## src/rtl/cmac_core_actv_feeder.sv

```systemverilog
// rtl/cmac_core_actv_feeder.sv - CMAC activation feeder: double-buffered weights paired with data beats into the MAC.
// Optional macro CMAC_FEEDER_ZERO_GATE_EN zeroes lanes whose data or weight mask is clear.
module cmac_core_actv_feeder #(
    parameter int ATOMC = 8,
    parameter int BPE   = 8,
    parameter int CNT_W = 16
) (
    input  logic                   nvdla_core_clk,
    input  logic                   nvdla_core_rst,
    input  logic                   cfg_reg_en,
    input  logic                   in_wt_pvld,
    output logic                   in_wt_prdy,
    input  logic [ATOMC*BPE-1:0]   in_wt_data,
    input  logic [ATOMC-1:0]       in_wt_mask,
    input  logic                   in_dat_pvld,
    output logic                   in_dat_prdy,
    input  logic [ATOMC*BPE-1:0]   in_dat_data,
    input  logic [ATOMC-1:0]       in_dat_mask,
    input  logic                   in_dat_stripe_st,
    input  logic                   in_dat_stripe_end,
    output logic [ATOMC*BPE-1:0]   dat_actv_data,
    output logic [ATOMC-1:0]       dat_actv_nz,
    output logic [ATOMC-1:0]       dat_actv_pvld,
    output logic [ATOMC*BPE-1:0]   wt_actv_data,
    output logic [ATOMC-1:0]       wt_actv_nz,
    output logic [ATOMC-1:0]       wt_actv_pvld,
    output logic [CNT_W-1:0]       stripe_beat_cnt,
    output logic                   proto_err
);
    localparam int DW = ATOMC * BPE;

    typedef enum logic {EMPTY = 1'b0, ACTIVE = 1'b1} state_t;

    state_t             state_q, state_d;
    logic [DW-1:0]      shadow_data_q, shadow_data_d, active_data_q, active_data_d;
    logic [ATOMC-1:0]   shadow_mask_q, shadow_mask_d, active_mask_q, active_mask_d;
    logic               shadow_vld_q, shadow_vld_d;
    logic               proto_err_q, proto_err_d;
    logic [CNT_W-1:0]   cnt_q, cnt_d;
    logic [DW-1:0]      dat_out_q, dat_out_d, wt_out_q, wt_out_d;
    logic [ATOMC-1:0]   dat_nz_q, dat_nz_d, wt_nz_q, wt_nz_d;
    logic               pvld_q, pvld_d;

    logic               wt_acc, dat_acc, swap;
    logic [DW-1:0]      cur_wt_data, gated_dat, gated_wt;
    logic [ATOMC-1:0]   cur_wt_mask, dnz, wnz;

    always_comb begin
        in_dat_prdy = !cfg_reg_en && (in_dat_stripe_st ? shadow_vld_q : (state_q == ACTIVE));
        dat_acc     = in_dat_pvld && in_dat_prdy;
        swap        = dat_acc && in_dat_stripe_st;
        in_wt_prdy  = !cfg_reg_en && (!shadow_vld_q || swap);
        wt_acc      = in_wt_pvld && in_wt_prdy;
        // The beat is paired with the weight that is active after this cycle's swap.
        cur_wt_data = swap ? shadow_data_q : active_data_q;
        cur_wt_mask = swap ? shadow_mask_q : active_mask_q;
    end

    always_comb begin
        gated_dat = in_dat_data;
        gated_wt  = cur_wt_data;
`ifdef CMAC_FEEDER_ZERO_GATE_EN
        dnz = in_dat_mask & cur_wt_mask;
        wnz = in_dat_mask & cur_wt_mask;
        for (int i = 0; i < ATOMC; i++) begin
            if (!dnz[i]) begin
                gated_dat[i*BPE +: BPE] = '0;
                gated_wt[i*BPE +: BPE]  = '0;
            end
        end
`else
        dnz = in_dat_mask;
        wnz = cur_wt_mask;
`endif
    end

    always_comb begin
        state_d       = state_q;
        shadow_data_d = shadow_data_q;
        shadow_mask_d = shadow_mask_q;
        shadow_vld_d  = shadow_vld_q;
        active_data_d = active_data_q;
        active_mask_d = active_mask_q;
        proto_err_d   = proto_err_q;
        cnt_d         = cnt_q;
        dat_out_d     = dat_out_q;
        wt_out_d      = wt_out_q;
        dat_nz_d      = dat_nz_q;
        wt_nz_d       = wt_nz_q;
        pvld_d        = 1'b0;

        if (cfg_reg_en) begin
            state_d      = EMPTY;
            shadow_vld_d = 1'b0;
            proto_err_d  = 1'b0;
            cnt_d        = '0;
        end else begin
            if (swap) begin
                active_data_d = shadow_data_q;
                active_mask_d = shadow_mask_q;
                shadow_vld_d  = 1'b0;
            end
            // A load in the swap cycle refills the shadow that was just promoted.
            if (wt_acc) begin
                shadow_data_d = in_wt_data;
                shadow_mask_d = in_wt_mask;
                shadow_vld_d  = 1'b1;
            end
            if ((state_q == EMPTY && in_dat_pvld && !in_dat_stripe_st) ||
                (state_q == ACTIVE && swap))
                proto_err_d = 1'b1;
            if (dat_acc) begin
                state_d   = in_dat_stripe_end ? EMPTY : ACTIVE;
                pvld_d    = 1'b1;
                dat_out_d = gated_dat;
                wt_out_d  = gated_wt;
                dat_nz_d  = dnz;
                wt_nz_d   = wnz;
                if (in_dat_stripe_st)
                    cnt_d = {{(CNT_W-1){1'b0}}, 1'b1};
                else if (cnt_q != {CNT_W{1'b1}})
                    cnt_d = cnt_q + 1'b1;
            end
        end
    end

    always_ff @(posedge nvdla_core_clk or posedge nvdla_core_rst) begin
        if (nvdla_core_rst) begin
            state_q       <= EMPTY;
            shadow_data_q <= '0;
            shadow_mask_q <= '0;
            shadow_vld_q  <= 1'b0;
            active_data_q <= '0;
            active_mask_q <= '0;
            proto_err_q   <= 1'b0;
            cnt_q         <= '0;
            dat_out_q     <= '0;
            wt_out_q      <= '0;
            dat_nz_q      <= '0;
            wt_nz_q       <= '0;
            pvld_q        <= 1'b0;
        end else begin
            state_q       <= state_d;
            shadow_data_q <= shadow_data_d;
            shadow_mask_q <= shadow_mask_d;
            shadow_vld_q  <= shadow_vld_d;
            active_data_q <= active_data_d;
            active_mask_q <= active_mask_d;
            proto_err_q   <= proto_err_d;
            cnt_q         <= cnt_d;
            dat_out_q     <= dat_out_d;
            wt_out_q      <= wt_out_d;
            dat_nz_q      <= dat_nz_d;
            wt_nz_q       <= wt_nz_d;
            pvld_q        <= pvld_d;
        end
    end

    assign dat_actv_data   = dat_out_q;
    assign dat_actv_nz     = dat_nz_q;
    assign dat_actv_pvld   = {ATOMC{pvld_q}};
    assign wt_actv_data    = wt_out_q;
    assign wt_actv_nz      = wt_nz_q;
    assign wt_actv_pvld    = {ATOMC{pvld_q}};
    assign stripe_beat_cnt = cnt_q;
    assign proto_err       = proto_err_q;
endmodule

```

## config.mk

```make
export PLATFORM = sky130hd
export DESIGN_NAME = cmac_core_actv_feeder
export DESIGN_NICKNAME = d
export VERILOG_FILES = /design/src/rtl/cmac_core_actv_feeder.sv
export SDC_FILE = /design/constraint.sdc
export NUM_CORES = 1
export LEC_CHECK = 0
export ABC_AREA = 0
export BUFFER_PORTS_ARGS = -buffer_cell sky130_fd_sc_hd__buf_2
export CAP_MARGIN = 20
export CORE_MARGIN = 10
export CORE_UTILIZATION = 59
export CTS_BUF_LIST = sky130_fd_sc_hd__clkbuf_8
export CTS_CLUSTER_SIZE = 20
export DETAILED_ROUTE_END_ITERATION = 16
export PLACE_DENSITY = 0.92
export SLEW_MARGIN = 30
export SYNTH_ARGS = -nofsm -noshare
export SYNTH_HDL_FRONTEND = slang
export SYNTH_SLANG_ARGS = --single-unit
```

## constraint.sdc

```tcl
create_clock -name nvdla_core_clk -period 15.1 [get_ports nvdla_core_clk]
set_input_delay 0 -clock nvdla_core_clk [delete_from_list [all_inputs] [get_ports nvdla_core_clk]]
set_output_delay 0 -clock nvdla_core_clk [all_outputs]
set_load 0.02 [all_outputs]
```

Word-level counts from Yosys, hierarchy flattened
Cells that the tools add are included.
{"block": "totals", "regBits": 308, "latchBits": 0, "mem_bits_rw": 0, "romBits": 0, "inputBits": 151, "out_inout_bits": 179, "n_memories": 0}
{"block": "classes", "addsub": 1, "n_mul": 0, "div": 0, "n_lt_le_gt_ge": 0, "n_eq_ne": 1, "n_shift": 0, "n_mux": 17, "bitwise": 2, "n_reduce_logical": 20}
{"operator": "2-to-1 mux 16 bit", "n": 4}
{"operator": "2-to-1 mux 64 bit", "n": 1}
{"operator": "adder 16 x 1 -> 16 bit, second input constant", "n": 1}
{"operator": "!= test 16 bit, second input constant", "n": 1}
{"operator": "2-to-1 mux 1 bit", "n": 11}
{"operator": "logical AND 1 bit", "n": 8}
{"operator": "2-to-1 mux 8 bit", "n": 1}
{"operator": "AND reduction 2 bit", "n": 3}
{"operator": "nonzero test 3 bit", "n": 2}
{"operator": "nonzero test 2 bit", "n": 2}
{"operator": "logical NOT 1 bit", "n": 3}
{"operator": "logical OR 1 bit", "n": 2}
{"operator": "inverter 1 bit", "n": 2}

Longest topological paths before layout
Gate-level depths: netlist of run 1.
{"block": "depth", "depth_word": 9, "ltp_mapped": 8, "depth_no_buf": 5}

Least setup slack after synthesis of run 1
Ideal clock, no wire load.
{"block": "synth_timing", "path_type": "register to register", "start": "register shadow_vld_q", "end": "register shadow_data_q[0]", "setup_ns": 0.125, "arrival_ns": 1.874, "t_required_ns": 14.975, "slack_ns": 13.101, "path_stages_with_launch": 8, "path_cell_list": "dfrtp_1 -> buf_2 -> nand4b_1 -> a21oi_1 -> and2_1 -> buf_2 -> buf_2 -> mux2_2"}
{"block": "synth_between", "elab_chain_len": 8, "word_cells_on_any_way": 9, "cone_classes": "mux (1); reduce/logical (8)"}
{"item": "start: declaration", "line_no": "37", "source": "logic shadow_vld_q, shadow_vld_d;"}
{"item": "start signal: assignment", "line_no": "146", "source": "shadow_vld_q <= shadow_vld_d;"}
{"item": "2-to-1 mux 1 bit", "line_no": "49", "source": "in_dat_prdy = !cfg_reg_en && (in_dat_stripe_st ? shadow_vld_q : (state_q == ACTIVE));"}
{"item": "logical AND 1 bit", "line_no": "49"}
{"item": "logical AND 1 bit", "line_no": "50", "source": "dat_acc = in_dat_pvld && in_dat_prdy;"}
{"item": "logical AND 1 bit", "line_no": "51", "source": "swap = dat_acc && in_dat_stripe_st;"}
{"item": "logical OR 1 bit *", "line_no": "52", "source": "in_wt_prdy = !cfg_reg_en && (!shadow_vld_q || swap);"}
{"item": "logical AND 1 bit *", "line_no": "52"}
{"item": "net in_wt_prdy", "line_no": "12", "source": "output logic in_wt_prdy,"}
{"item": "logical AND 1 bit *", "line_no": "53", "source": "wt_acc = in_wt_pvld && in_wt_prdy;"}
{"item": "AND reduction 2 bit (no source line) *"}
{"item": "end signal: assignment", "line_no": "144", "source": "shadow_data_q <= shadow_data_d;"}
{"item": "end: declaration", "line_no": "35", "source": "logic [DW-1:0] shadow_data_q, shadow_data_d, active_data_q, active_data_d;"}
Mark *: on every way through the listed nets, which the timed path passes. The rest lies on a longest branch.
A chain may end at the register's enable or synchronous reset.

Final worst setup path of run 1
{"block": "layout_timing", "start": "register shadow_vld_q", "end": "register wt_out_q[20] (netlist: wt_actv_data[20])"}
{"block": "layout_between", "elab_chain_len": 5, "word_cells_on_any_way": 6, "cone_classes": "mux (2); reduce/logical (4)"}
{"item": "2-to-1 mux 1 bit *", "line_no": "49"}
{"item": "logical AND 1 bit *", "line_no": "49"}
{"item": "logical AND 1 bit *", "line_no": "50"}
{"item": "logical AND 1 bit", "line_no": "51"}
{"item": "2-to-1 mux 64 bit"}
{"item": "end signal: assignment", "line_no": "152", "source": "wt_out_q <= wt_out_d;"}
{"item": "end: declaration", "line_no": "40", "source": "logic [DW-1:0] dat_out_q, dat_out_d, wt_out_q, wt_out_d;"}
Every way passes the cells marked *; elsewhere a longest branch is shown, timed or not.

==> metrics.log, run 1 <==
[metrics] maximum number of pins on one net before global-route repair: 152
[metrics] length of the first detailed-routing pass in iterations: 4
[metrics] remaining antenna violation count: 0
[metrics] share of the clock period used by the worst path after layout: 19.7%
[metrics] Placement Cell Area: 13900 sq um
[metrics] power density over the cells: 163 nW/um^2
[metrics] top achievable clock speed: 336 MHz
[metrics] initial DRC count: 475
[metrics] total setup buffers inserted after CTS: 0
[metrics] Netlist cell types: 45
[metrics] area enclosed by the die boundary: 26800 sq um
[metrics] part of the Yosys area used for sequential elements: 63.2%
[metrics] share of total power consumed by net switching: 33.1%
[metrics] sw power: 882 uW
[metrics] kind of end point of the critical path: flop
[metrics] post-detailed-route via-to-cell ratio: 5.45
[metrics] post-layout instance area: 16400 sq um
[metrics] clock latency of the later-clocked register in the worst-skew pair: 0.56 ns
[metrics] post-detailed-placement half-perimeter wirelength: 20500 um
[metrics] Core Area: 20300 sq um
[metrics] total count of hold-check failures in the final report: 0
[metrics] parity-gate share of the synthesized area counting xor and xnor cells: 0%
[metrics] slowest library cell on the worst path: sky130_fd_sc_hd__buf_4
[metrics] largest delay contributor family on the critical path: simple AND/OR/NAND/NOR gates
[metrics] area growth from synthesis to layout: 34.4%
[metrics] EDFF count, synth: 0
[metrics] Final Non-Filler Cells: 1543
[metrics] CTS tree: yes
[metrics] std cell rows: 52
[metrics] Cell Int Power: 1790 uW
[metrics] GRT Resource Usage Total: 26.4%
[metrics] buffers from clock root to sink, at most: 3
[metrics] Synth Warn #: 0
[metrics] worst max-slew margin expressed relative to the limit: 43.2%
[metrics] largest fanout of any net on the critical path: 56
[metrics] run status: complete, no violations
[metrics] Worst EP arrival: 3.41 ns
[metrics] Mapped Cells: 754
[metrics] worst IR drop on VDD: 106 uV
[metrics] number of endpoints failing setup at the final stage: 0
[metrics] worst-case reg-to-reg path depth: 5
[metrics] Worst-path clk slew: 0.06 ns
[metrics] CTS Buf Count: 48
[metrics] Final Critical Period: 2.97 ns
[metrics] detailed-route via count: 8411
[metrics] Clock Sinks: 308
[metrics] Sequential cell area: 7710 sq um
[metrics] global-route congestion overflow total: 0
[metrics] post-synthesis average cell area: 16.2 sq um
[metrics] area of combinational cells with multiple inputs: 4120 sq um
[metrics] simple-gate share of the synthesized area: 2.76%
[metrics] worst hold path type: in -> async
[metrics] data required time at the worst endpoint: 15.53 ns
[metrics] via count of the first global-routing pass: 9628
[metrics] Nets: 1393
[metrics] measured slew at the worst slew-check pin: 0.853 ns
[metrics] combined area of all synthesized cells: 12200 sq um
[metrics] startpoint kind of the worst setup timing path: flop
[metrics] final core utilization: 80.7%
[metrics] Post-CTS Resized: 0
[metrics] power share of the sequential group: 45.5%
[metrics] multiplexer share of the synthesized area: 28.7%
[metrics] largest stage delay on the critical path: 0.79 ns
[metrics] maximum level of the CTS H-tree: 2
[metrics] overall power of the completed layout: 2670 uW
[metrics] combinational share of power: 29.1%
[metrics] post-synthesis async set-or-reset flop share: 100%
[metrics] WP depth: 5
[metrics] x dimension of the die: 164 um
[metrics] setup skew after layout: 0.0234 ns
[metrics] detailed-route wire length per cell: 23.3 um
[metrics] synthesized-area fraction occupied by adder cells: 0.103%
[metrics] cell accounting for the most synthesized area: sky130_fd_sc_hd__dfrtp_1
[metrics] height of the chip: 164 um
[metrics] residual DRC count: 0
[metrics] total buffers and inverters traversed by the critical path: 1
[metrics] count of maximum capacitance violations: 0
[metrics] number of inserted filler cells in the final layout: 1004
[metrics] summed negative setup slack over all endpoints: 0 ns
[metrics] combinational family with the most area after synthesis: multiplexers
[metrics] area fraction in compound gates after synthesis: 2.07%
[metrics] syn nets: 906
[metrics] unrepaired setup endpoints after global routing: no
[metrics] dominant register cell in the synthesized netlist: sky130_fd_sc_hd__dfrtp_1
[metrics] leading post-synthesis cells by cell area: sky130_fd_sc_hd__dfrtp_1, sky130_fd_sc_hd__mux2_2, sky130_fd_sc_hd__mux2_4, sky130_fd_sc_hd__buf_2, sky130_fd_sc_hd__buf_4
[metrics] Top-Level Pins: 330
[metrics] Critical Path, Cell by Cell: mux2_4 > nor2b_4 > and2_4 > buf_4 > mux2_2
[metrics] antenna violations before repair: 1
[metrics] global-route wire length before repair: 55500 um
[metrics] number of max-slew violations in the final report: 0
[metrics] routability cong.: 0.864
[metrics] cell leakage power: 0.00795 uW
[metrics] initial core utilization: 60.1%
[metrics] flip-flop and latch count after synthesis: 308
[metrics] critical path class: reg -> reg
[metrics] clock share of power: 25.4%
[metrics] instance count after placement with tap cells included: 1305
[metrics] share of the synthesized area in the top cell type: 63.2%
[metrics] share of post-route cells with drive strength above 1: 55.2%
[metrics] total routed wirelength: 35900 um
[metrics] CTS Root Buffer Type: sky130_fd_sc_hd__clkbuf_8
[metrics] input/output buffers: 329
## metrics by stage
stage,hold slack (ns),setup slack [ns]
2_1_floorplan,0.127,6.58
3_3_place_gp,0.230,12.30
3_5_place_dp,0.234,12.27
4_1_cts,0.187,12.23
5_1_grt,0.192,12.06
6_report,0.157,12.13
## path summary, 6_finish.rpt
check	slack, ns	endpoint	from
min in group nvdla_core_clk	0.21	dat_actv_data[61]	in_dat_data[61]
max in group asynchronous	13.52	active_data_q[9]	nvdla_core_rst
hold reg to reg	0.49	active_data_q[4]	active_data_q[4]
setup reg to reg	12.13	wt_actv_data[20]	shadow_vld_q
setup / recovery	12.13	wt_actv_data[20]	shadow_vld_q
hold / removal	0.16	dat_actv_data[33]	nvdla_core_rst
## timing repair
action	in CTS	in global routing
setup endpoints to repair	0	0
hold buffers	156	0
endpoints found under the hold margin	298	0
## per-layer routing
metal	up-vias	GRT usage, %	wire (um)
met3	75	7.68	2600
met2	380	46.7	19000
li1	3663	-	-
met1	4293	29.3	13100
met4	0	10.3	1200
met5	-	0	0
## logic make-up (layout without fill, tap and decap cells)
family / count (synthesis) / in the layout
AO/OA/AOI/OAI: 38 / 38
adder cells (fa/ha/maj): 1 / 1
buffers and inverters: 58 / 575
flip-flops: 308 / 308
multiplexers: 295 / 295
other: 0 / 2
AND/OR/NAND/NOR: 54 / 54
## layout by cell type (no fill, tap or decap), drive strengths merged, types with 3 or more instances in the layout
cell and count:
buf 335, dfrtp 308, mux2 291, dlygate4sd3 156, clkbuf 60, inv 18, a21oi 15, nand2 11
o21ai 5, nand3 5, nor2 5, and2 5, nand2b 4, mux2i 4, o31ai 4, or4 4
nor4 4, clkinv 4, nand4 3, a211oi 3
## layout make-up
cell class	count	share of cell area (%)
Clock inverter	20	0.527
Antenna cell	2	0.0305
Clock buffer	60	5.04
Multi-Input combinational cell	388	25.1
Timing Repair Buffer	491	20.0
Sequential cell	308	47.0
Tap cell	270	2.06
Inverter	4	0.168
## tightest hold or removal path, cell delays in order
cell	delay (ns)
sky130_fd_sc_hd__dlygate4sd3_1	0.54
sky130_fd_sc_hd__buf_2	0.17
sky130_fd_sc_hd__clkinv_8	0.51
## power groups by stage
stage / Combinational [uW] / Clock (uW) / Sequential, uW
after floorplan: 290 / 0 / 1360
after global placement: 698 / 0 / 1190
after detailed placement: 724 / 0 / 1210
after CTS: 762 / 674 / 1200
after global routing: 823 / 726 / 1240
final: 775 / 678 / 1210
## cells in the mapped netlist (2+ instances only)
cell / n
sky130_fd_sc_hd__mux2_4: 50
sky130_fd_sc_hd__and4_1: 2
sky130_fd_sc_hd__mux2i_1: 4
sky130_fd_sc_hd__nor4_1: 3
sky130_fd_sc_hd__a31oi_1: 2
sky130_fd_sc_hd__clkbuf_1: 2
sky130_fd_sc_hd__nor2_1: 5
sky130_fd_sc_hd__o31ai_1: 4
sky130_fd_sc_hd__dfrtp_1: 308
sky130_fd_sc_hd__nand4_1: 3
sky130_fd_sc_hd__and3_1: 2
sky130_fd_sc_hd__inv_1: 4
sky130_fd_sc_hd__mux2_2: 241
sky130_fd_sc_hd__buf_4: 16
sky130_fd_sc_hd__a21oi_1: 14
sky130_fd_sc_hd__nor3_1: 2
sky130_fd_sc_hd__and2_1: 4
sky130_fd_sc_hd__nand3_1: 5
sky130_fd_sc_hd__nor3b_1: 2
sky130_fd_sc_hd__buf_6: 9
sky130_fd_sc_hd__or4_1: 4
sky130_fd_sc_hd__nand2b_1: 4
sky130_fd_sc_hd__o21ai_0: 5
sky130_fd_sc_hd__a211oi_1: 3
sky130_fd_sc_hd__nand2_1: 11
sky130_fd_sc_hd__buf_2: 26
## registers in the layout, indices dropped and copies added, names as in the netlist, 8 cells and up
register / cells
wt_actv_nz: 8
shadow_data_q: 64
dat_actv_nz: 8
active_mask_q: 8
shadow_mask_q: 8
wt_actv_data: 64
dat_actv_data: 64
active_data_q: 64
stripe_beat_cnt: 16
(Power assumes the default switching activity.)
==> run 2: changes to the inputs <==
- CORE_UTILIZATION: 59 -> 54
- PLACE_DENSITY: 0.92 -> 0.86
- clock period: 15.1 -> 2.8 ns (I/O delays scaled with it)
==> run 2 against run 1 <==
Compared with the run above: total power increased to 5.4 times the previous value; combinational power increased to 5.4 times the previous value; non-clock buffer count increased by 13; critical path type unchanged; largest power group unchanged; highest routed layer unchanged.
==> metrics.log, run 2 (synthesized netlist as in run 1, its figures left out) <==
[metrics] buffers from clock root to sink, at most: 3
[metrics] residual DRC count: 0
[metrics] maximum level of the CTS H-tree: 2
[metrics] maximum number of pins on one net before global-route repair: 103
[metrics] Core Area: 22000 sq um
[metrics] Clock Sinks: 308
[metrics] leading cell types in the layout, fill and taps excluded: sky130_fd_sc_hd__buf_2, sky130_fd_sc_hd__dfrtp_1, sky130_fd_sc_hd__mux2_2, sky130_fd_sc_hd__dlygate4sd3_1, sky130_fd_sc_hd__clkbuf_8
[metrics] cell leakage power: 0.00808 uW
[metrics] launching element of the worst setup path: shadow_vld_q
[metrics] r2r setup slk: 0.60 ns
[metrics] length of the first detailed-routing pass in iterations: 4
[metrics] Worst-path clk slew: 0.07 ns
[metrics] Nets: 1406
[metrics] worst r2r src: shadow_vld_q
[metrics] Post-CTS Resized: 0
[metrics] CTS tree: yes
[metrics] GRT Resource Usage Total: 23.3%
[metrics] post-detailed-route via-to-cell ratio: 5.23
[metrics] Worst EP arrival: 2.63 ns
[metrics] CTS Buf Count: 48
[metrics] power density over the cells: 870 nW/um^2
[metrics] total count of hold-check failures in the final report: 0
[metrics] worst r2r dst: shadow_data_q[24]
[metrics] share of the clock period used by the worst path after layout: 78.6%
[metrics] global-route wire length before repair: 53300 um
[metrics] Sequential cell area: 7710 sq um
[metrics] critical path class: reg -> reg
[metrics] remaining antenna violation count: 0
[metrics] worst IR drop on VDD: 503 uV
[metrics] std cell rows: 54
[metrics] CTS Root Buffer Type: sky130_fd_sc_hd__clkbuf_8
[metrics] area enclosed by the die boundary: 29000 sq um
[metrics] worst hold slack across all endpoints: 0.0998 ns
[metrics] height of the chip: 170 um
[metrics] area growth from synthesis to layout: 36.6%
[metrics] data required time at the worst endpoint: 3.23 ns
[metrics] antenna violations before repair: 4
[metrics] global-route congestion overflow total: 0
[metrics] startpoint kind of the worst setup timing path: flop
[metrics] count of maximum capacitance violations: 0
[metrics] clock latency of the later-clocked register in the worst-skew pair: 0.56 ns
[metrics] detailed-route wire length per cell: 21.7 um
[metrics] run status: complete, no violations
[metrics] x dimension of the die: 170 um
[metrics] setup skew after layout: 0.0186 ns
[metrics] kind of end point of the critical path: flop
[metrics] via count of the first global-routing pass: 9488
[metrics] routability cong.: 0.772
[metrics] summed negative setup slack over all endpoints: 0 ns
[metrics] share of post-route cells with drive strength above 1: 55.7%
[metrics] input/output buffers: 329
[metrics] Top-Level Pins: 330
[metrics] area of combinational cells with multiple inputs: 4110 sq um
[metrics] top achievable clock speed: 454 MHz
[metrics] worst hold path type: in -> async
[metrics] number of endpoints failing setup at the final stage: 0
[metrics] measured slew at the worst slew-check pin: 0.843 ns
[metrics] Final Critical Period: 2.20 ns
[metrics] termination of the worst setup path: shadow_data_q[24]
[metrics] worst max-slew margin expressed relative to the limit: 43.3%
[metrics] most common cell after layout, fill and taps aside: sky130_fd_sc_hd__buf_2
[metrics] number of max-slew violations in the final report: 0
[metrics] detailed-route via count: 8215
[metrics] total routed wirelength: 34100 um
[metrics] post-detailed-placement half-perimeter wirelength: 21100 um
[metrics] number of inserted filler cells in the final layout: 1251
[metrics] initial DRC count: 449
[metrics] unrepaired setup endpoints after global routing: no
[metrics] initial core utilization: 55.4%
[metrics] largest fanout of any net on the critical path: 22
[metrics] worst-case reg-to-reg path depth: 5
## run 2: stage by stage
stage               util (%)  cell area [sq um]  worst slack (ns)  std cells  power (uW)
floorplan                  -              12200             -1.30        754        8920
global placement        64.1              14100             0.760       1329       10300
detailed placement      64.1              14100             0.668       1329       10500
CTS                     75.6              16600             0.662       1568       14500
global route            75.6              16700             0.508       1572       15200
finish                  75.6              16700             0.599       1572       14500
## run 2: cell type report
type | count | share of cell area (%)
sequential | 308 | 46.3
inverter | 4 | 0.113
tap | 280 | 2.10
multi-input combinational | 388 | 24.7
timing repair buffer | 504 | 20.9
clock inverter | 23 | 0.811
clock buffer | 61 | 5.04
antenna | 4 | 0.0601
## run 2: worst min-delay path by stage
| stage | end | slack [ns] | depth (start not counted) |
|---|---|---|---|
| 2_1_floorplan | shadow_vld_q | 0.13 | 2 |
| 3_3_place_gp | shadow_data_q[34] | 0.14 | 2 |
| 3_5_place_dp | shadow_data_q[34] | 0.14 | 2 |
| 4_1_cts | shadow_data_q[46] | 0.09 | 3 |
| 5_1_grt | shadow_data_q[46] | 0.15 | 3 |
| 6_report | shadow_data_q[46] | 0.1 | 3 |
## run 2: critical path: stages, from the launching register on
cell	delay, ns
sky130_fd_sc_hd__dfrtp_1	0.49
sky130_fd_sc_hd__nand4b_1	0.22
sky130_fd_sc_hd__a21oi_1	0.28
sky130_fd_sc_hd__and2_4	0.44
sky130_fd_sc_hd__buf_4	0.28
sky130_fd_sc_hd__mux2_2	0.37
## run 2: per-layer routing
layer | vias up | track usage (%) | wire (um)
met5 | - | 0 | 0
met4 | 0 | 8.50 | 1110
met3 | 74 | 7.91 | 2700
met2 | 321 | 41.4 | 17700
met1 | 4135 | 25.4 | 12600
li1 | 3685 | - | -
## run 2: power by group
group          switching (uW)  internal (uW)  total [uW]  leakage (uW)
clock                    1760           2050        3820      0.000565
combinational            2240           1930        4160       0.00372
sequential                707           5810        6510       0.00379
## run 2: what timing repair did
item | 4_1_cts | 5_1_grt
endpoints found under the hold margin | 179 | 0
setup buffers | 0 | 0
hold buffers | 155 | 0
